`src/rtl/sw_debounce_pkg.sv`:
```
// Shared FSM state encoding and default filter length for the switch debouncer.
package sw_debounce_pkg;

  typedef enum logic [1:0] {
    IDLE_LO = 2'd0,
    WAIT_HI = 2'd1,
    IDLE_HI = 2'd2,
    WAIT_LO = 2'd3
  } state_t;

  // 10 ms at 100 MHz
  localparam int DEF_STABLE_CYCLES = 1_000_000;

endpackage

```
`src/rtl/sw_debounce_ch.sv`:
```
// One switch channel: 2-flop synchroniser, stability counter and 4-state
// acceptance FSM driving registered level / rise / fall / toggle outputs.
module sw_debounce_ch
  import sw_debounce_pkg::*;
#(
  parameter int STABLE_CYCLES = DEF_STABLE_CYCLES
) (
  input  logic clk,
  input  logic rst,
  input  logic sw,
  output logic sw_level,
  output logic sw_rise,
  output logic sw_fall,
  output logic sw_toggle
);

  localparam int CNT_W = $clog2(STABLE_CYCLES);
  localparam logic [CNT_W-1:0] CNT_LAST = CNT_W'(STABLE_CYCLES - 1);

  logic             sync_p0;
  logic             sync_p1;
  state_t           state;
  state_t           state_nxt;
  logic [CNT_W-1:0] cnt;
  logic [CNT_W-1:0] cnt_nxt;
  logic             level_nxt;
  logic             rise_nxt;
  logic             fall_nxt;
  logic             toggle_nxt;

  // Stage p0/p1: bring the asynchronous pad into clk
  always_ff @(posedge clk) begin
    if (rst) begin
      sync_p0 <= 1'b0;
      sync_p1 <= 1'b0;
    end else begin
      sync_p0 <= sw;
      sync_p1 <= sync_p0;
    end
  end

  // Filter stage: FSM samples the synchronised value; outputs registered here
  always_ff @(posedge clk) begin
    if (rst) begin
      state     <= IDLE_LO;
      cnt       <= '0;
      sw_level  <= 1'b0;
      sw_rise   <= 1'b0;
      sw_fall   <= 1'b0;
      sw_toggle <= 1'b0;
    end else begin
      state     <= state_nxt;
      cnt       <= cnt_nxt;
      sw_level  <= level_nxt;
      sw_rise   <= rise_nxt;
      sw_fall   <= fall_nxt;
      sw_toggle <= toggle_nxt;
    end
  end

  always_comb begin
    state_nxt  = state;
    cnt_nxt    = cnt;
    level_nxt  = sw_level;
    rise_nxt   = 1'b0;
    fall_nxt   = 1'b0;
    toggle_nxt = sw_toggle;
    case (state)
      IDLE_LO: begin
        if (sync_p1) begin
          state_nxt = WAIT_HI;
          cnt_nxt   = '0;
        end
      end
      WAIT_HI: begin
        if (!sync_p1) begin
          state_nxt = IDLE_LO;
          cnt_nxt   = '0;
        end else if (cnt == CNT_LAST) begin
          state_nxt  = IDLE_HI;
          cnt_nxt    = '0;
          level_nxt  = 1'b1;
          rise_nxt   = 1'b1;
          toggle_nxt = ~sw_toggle;
        end else begin
          cnt_nxt = cnt + CNT_W'(1);
        end
      end
      IDLE_HI: begin
        if (!sync_p1) begin
          state_nxt = WAIT_LO;
          cnt_nxt   = '0;
        end
      end
      WAIT_LO: begin
        if (sync_p1) begin
          state_nxt = IDLE_HI;
          cnt_nxt   = '0;
        end else if (cnt == CNT_LAST) begin
          state_nxt = IDLE_LO;
          cnt_nxt   = '0;
          level_nxt = 1'b0;
          fall_nxt  = 1'b1;
        end else begin
          cnt_nxt = cnt + CNT_W'(1);
        end
      end
      default: begin
        state_nxt = IDLE_LO;
        cnt_nxt   = '0;
      end
    endcase
  end

endmodule

```
`src/rtl/sw_debounce.sv`:
```
// Multi-channel switch debouncer: WIDTH independent sw_debounce_ch instances.
module sw_debounce
  import sw_debounce_pkg::*;
#(
  parameter int WIDTH         = 1,
  parameter int STABLE_CYCLES = DEF_STABLE_CYCLES
) (
  input  logic             clk,
  input  logic             rst,
  input  logic [WIDTH-1:0] sw,
  output logic [WIDTH-1:0] sw_level,
  output logic [WIDTH-1:0] sw_rise,
  output logic [WIDTH-1:0] sw_fall,
  output logic [WIDTH-1:0] sw_toggle
);

  for (genvar i = 0; i < WIDTH; i++) begin : g_ch
    sw_debounce_ch #(
      .STABLE_CYCLES(STABLE_CYCLES)
    ) u_ch (
      .clk      (clk),
      .rst      (rst),
      .sw       (sw[i]),
      .sw_level (sw_level[i]),
      .sw_rise  (sw_rise[i]),
      .sw_fall  (sw_fall[i]),
      .sw_toggle(sw_toggle[i])
    );
  end

endmodule

```
`config.mk`:
```
export PLATFORM = sky130hd
export DESIGN_NAME = sw_debounce
export DESIGN_NICKNAME = d
export VERILOG_FILES = /design/src/rtl/sw_debounce_pkg.sv /design/src/rtl/sw_debounce_ch.sv /design/src/rtl/sw_debounce.sv
export SDC_FILE = /design/constraint.sdc
export NUM_CORES = 1
export LEC_CHECK = 0
export CAP_MARGIN = 20
export CORE_UTILIZATION = 43
export CTS_BUF_LIST = sky130_fd_sc_hd__clkbuf_2
export CTS_CLUSTER_DIAMETER = 30
export CTS_CLUSTER_SIZE = 28
export DETAILED_ROUTE_END_ITERATION = 8
export PLACE_DENSITY = 0.64
export SLEW_MARGIN = 0
export SYNTH_ARGS = -nofsm -noshare
export SYNTH_HDL_FRONTEND = slang
export SYNTH_SLANG_ARGS = --single-unit
export TNS_END_PERCENT = 50
```
`constraint.sdc`:
```
create_clock -name clk -period 1.8 [get_ports clk]
set_input_delay 0.36 -clock clk [delete_from_list [all_inputs] [get_ports clk]]
set_output_delay 0.36 -clock clk [all_outputs]
set_load 0.03 [all_outputs]
```
==> out/results.txt, run 1 <==
Outcome - finished, final reports clean
Share of power burned in combinational logic - 5.4%
Initial antenna violation count - 0
Latest clock arrival within the worst-skew pair - 370 ps
DRC viols - 0
Vias/cell - 5.41
Ports - 7
Internal power - 0.696 mW
Die Width - 58.4 um
# fillers - 276
Starting Density - 45.2%
Overflow after GRT - 0
# port buffers - 6
Leakage - 0.708 nW
WHS Path Cells - 1
Drt first pass iters - 4
Final min period - 1770 ps
Global-route usage over all layers - 19.5%
Top-count cell post-synth - dfxtp_1
Antenna violation net count after detailed routing - 0
CTS tree - built
Global-route wire length before repair - 5090 um
Pin count of the biggest net entering global routing - 24
Setup Crit Path Kind - reg2reg
CP Capture Type - register
Diode count - 0
Skew final - 12.1 ps
Synth Cell Area - 1370 um2
Sink Count - 28
Hold_buf cts - 0
Share of layout cells above drive strength 1 - 23.7%
Slew at the pin closest to its max-slew limit - 505 ps
Number of global-route vias before repair - 1156
Worst IR Drop VDD - 0.247 mV
Top cells by area, synth - dfxtp_1 (41%), a31oi_1 (6.8%), nand2_1 (4.7%), a21oi_1 (3.7%), nor2_1 (3.6%)
DPL Wire Length - 2170 um
Post-route setup slack - 31.8 ps
Syn_area_per_cell - 8.73 um2
Area leader, netlist - dfxtp_1
Crit Path Max Fanout - 23
Worst Path Arrival - 2060 ps
PD cells - 540 nW/um2
Final-report setup violation count - 0
Maximum buffer depth of the clock tree - 2
Yosys top cell area share - 40.9%
Site row count - 20
Final wirelength - 2910 um
Switch Pwr - 0.219 mW
Max-cap violations - 0
Worst reg-to-reg path cell count - 7
Synth cell types - 44
Max Slew Vio Count - 0
Seq cells post-synth - 28
Cell count after synthesis - 157
Top_reg_cell synth - dfxtp_1
Warnings from Yosys - 0
WL/cell - 12.6 um
H-tree depth - 1
Nets@finish - 191
Num CTS Buffers - 3
Sequential share of the synthesized area - 40.9%
RSZ-0062 raised after global routing - true
Min-delay worst type - reg2reg
Number of synthesized flops with an enable pin - 0
Root Driver - clkbuf_2
Setup_tns - 0 ps
Worst-path clk slew - 260 ps
Seq pwr share - 69.0%
Commonest cells in the netlist - dfxtp_1 (28), nand2_1 (17), a31oi_1 (15)
Achievable Freq - 0.566 GHz
Post-place setup slack - -57.5 ps
DRT iter0 DRCs - 52
Routability cong. - 0.790
Clock Power Share - 25.5%
Core Region - 3030 um2
Final hold vios - 0
Sw Ratio - 24.0%
Critical Path RT - 2090 ps
FFs w/ async S/R, synth - 0%
Vias - 1245
Die area - 3420 um2
Final period util - 98.2%
Syn Nets - 161
Post-CTS setup buffer count - 0
Setup crit start kind - register
Die H - 58.4 um
Relative slew slack - 66.2%
Area growth syn-to-layout - 23.7%
[kinds of logic after synthesis]
group                    share of synthesized area [%]
AO/OA/AOI/OAI                                     19.5
flip-flops                                        40.9
multiplexers                                      2.28
AND/OR/NAND/NOR                                   31.7
adder cells (fa/ha/maj)                          0.913
XOR/XNOR                                          1.19
buffers and inverters                             3.47
[power by group through the flow]
stage	sequential, mW	clock (mW)	combinational, mW
finish	0.632	0.234	0.0497
global route	0.634	0.272	0.0549
CTS	0.631	0.241	0.0492
detailed placement	0.642	0	0.0504
global placement	0.642	0	0.0493
floorplan	0.646	0	0.0241
[repair_timing]
item                       in CTS  in global routing
gates resized for setup         4                  9
setup endpoints to repair       3                 19
pin swaps                       0                  2
[worst max-delay path, stage by stage (launching register included)]
cell,delay [ps]
dfxtp_2,390
ha_2,180
nand4_2,160
nor3b_4,260
a211oi_2,120
buf_12,170
and3_1,170
a221o_1,250
[metal layers]
metal	wire (um)	track usage (%)	share of wire (%)	up-vias
li1	-	-	-	643
met1	1410	26.1	49	587
met2	1380	31.7	48	11
met3	83	2.64	2.9	4
met4	27	7.82	0.93	0
met5	0	0	0	-
[cell type report]
| cell class | count | area, um2 | share of cell area [%] |
|---|---|---|---|
| clock inverters | 1 | 3.75 | 0.221 |
| clock buffers | 3 | 15.0 | 0.886 |
| flip-flops and latches | 28 | 567 | 33.4 |
| multi-input cells | 120 | 781 | 46.1 |
| well taps | 44 | 55.1 | 3.25 |
| inverters | 3 | 11.3 | 0.664 |
| repair buffers | 31 | 263 | 15.5 |
[worst paths after layout]
| kind | endpoint | slack (ps) | from |
|---|---|---|---|
| max | g_ch[0].u_ch.cnt[9]$_SDFFE_PP0P_ | 30 | g_ch[0].u_ch.cnt[0]$_SDFFE_PP0P_ |
| min | g_ch[0].u_ch.sync_p1$_SDFF_PP0_ | 460 | g_ch[0].u_ch.sync_p0$_SDFF_PP0_ |
| max reg2reg | g_ch[0].u_ch.cnt[9]$_SDFFE_PP0P_ | 30 | g_ch[0].u_ch.cnt[0]$_SDFFE_PP0P_ |
| min reg2reg | g_ch[0].u_ch.sync_p1$_SDFF_PP0_ | 460 | g_ch[0].u_ch.sync_p0$_SDFF_PP0_ |
[sequential cells by signal, indices dropped and copies added, names as in the netlist, named ones only]
signal               cells
g_ch.u_ch.cnt           20
g_ch.u_ch.state          1
g_ch.u_ch.sw_fall        1
g_ch.u_ch.sw_level       1
g_ch.u_ch.sw_rise        1
g_ch.u_ch.sw_toggle      1
g_ch.u_ch.sync_p0        1
g_ch.u_ch.sync_p1        1
[through the flow]
| step | instance area [um2] | power (mW) | hold slack (ps) | cells | util (%) |
|---|---|---|---|---|---|
| after global routing | 1700 | 0.961 | 461 | 230 | 56.0 |
| after global placement | 1650 | 0.692 | 419 | 226 | 54.5 |
| after floorplan | 1370 | 0.670 | 414 | 157 | - |
| after detailed placement | 1650 | 0.693 | 422 | 226 | 54.5 |
| final | 1700 | 0.915 | 456 | 230 | 56.0 |
| after CTS | 1670 | 0.922 | 465 | 230 | 55.1 |
[layout by cell type, fill, tap and decap left out, types with 3 or more instances in the layout]
master     n
a31oi_1   15
nor2_1    13
nand2_1   17
o21ai_0    5
dfxtp_2    5
and4_1     3
buf_4     24
nor2b_1    3
a21oi_1   10
clkbuf_2   3
inv_1      3
and3_1     4
dfxtp_1   23
and2_1     3
nand3_1    8
nand2b_1   4
nand4_1    5
Power figures use the tool's default switching activity.
==> run 2, diff against run 1 <==
CTS_CLUSTER_DIAMETER = 200   (was 30)
==> results of run 2 <==
Same layout as run 1: the final DEF is identical, and so are final timing and power.
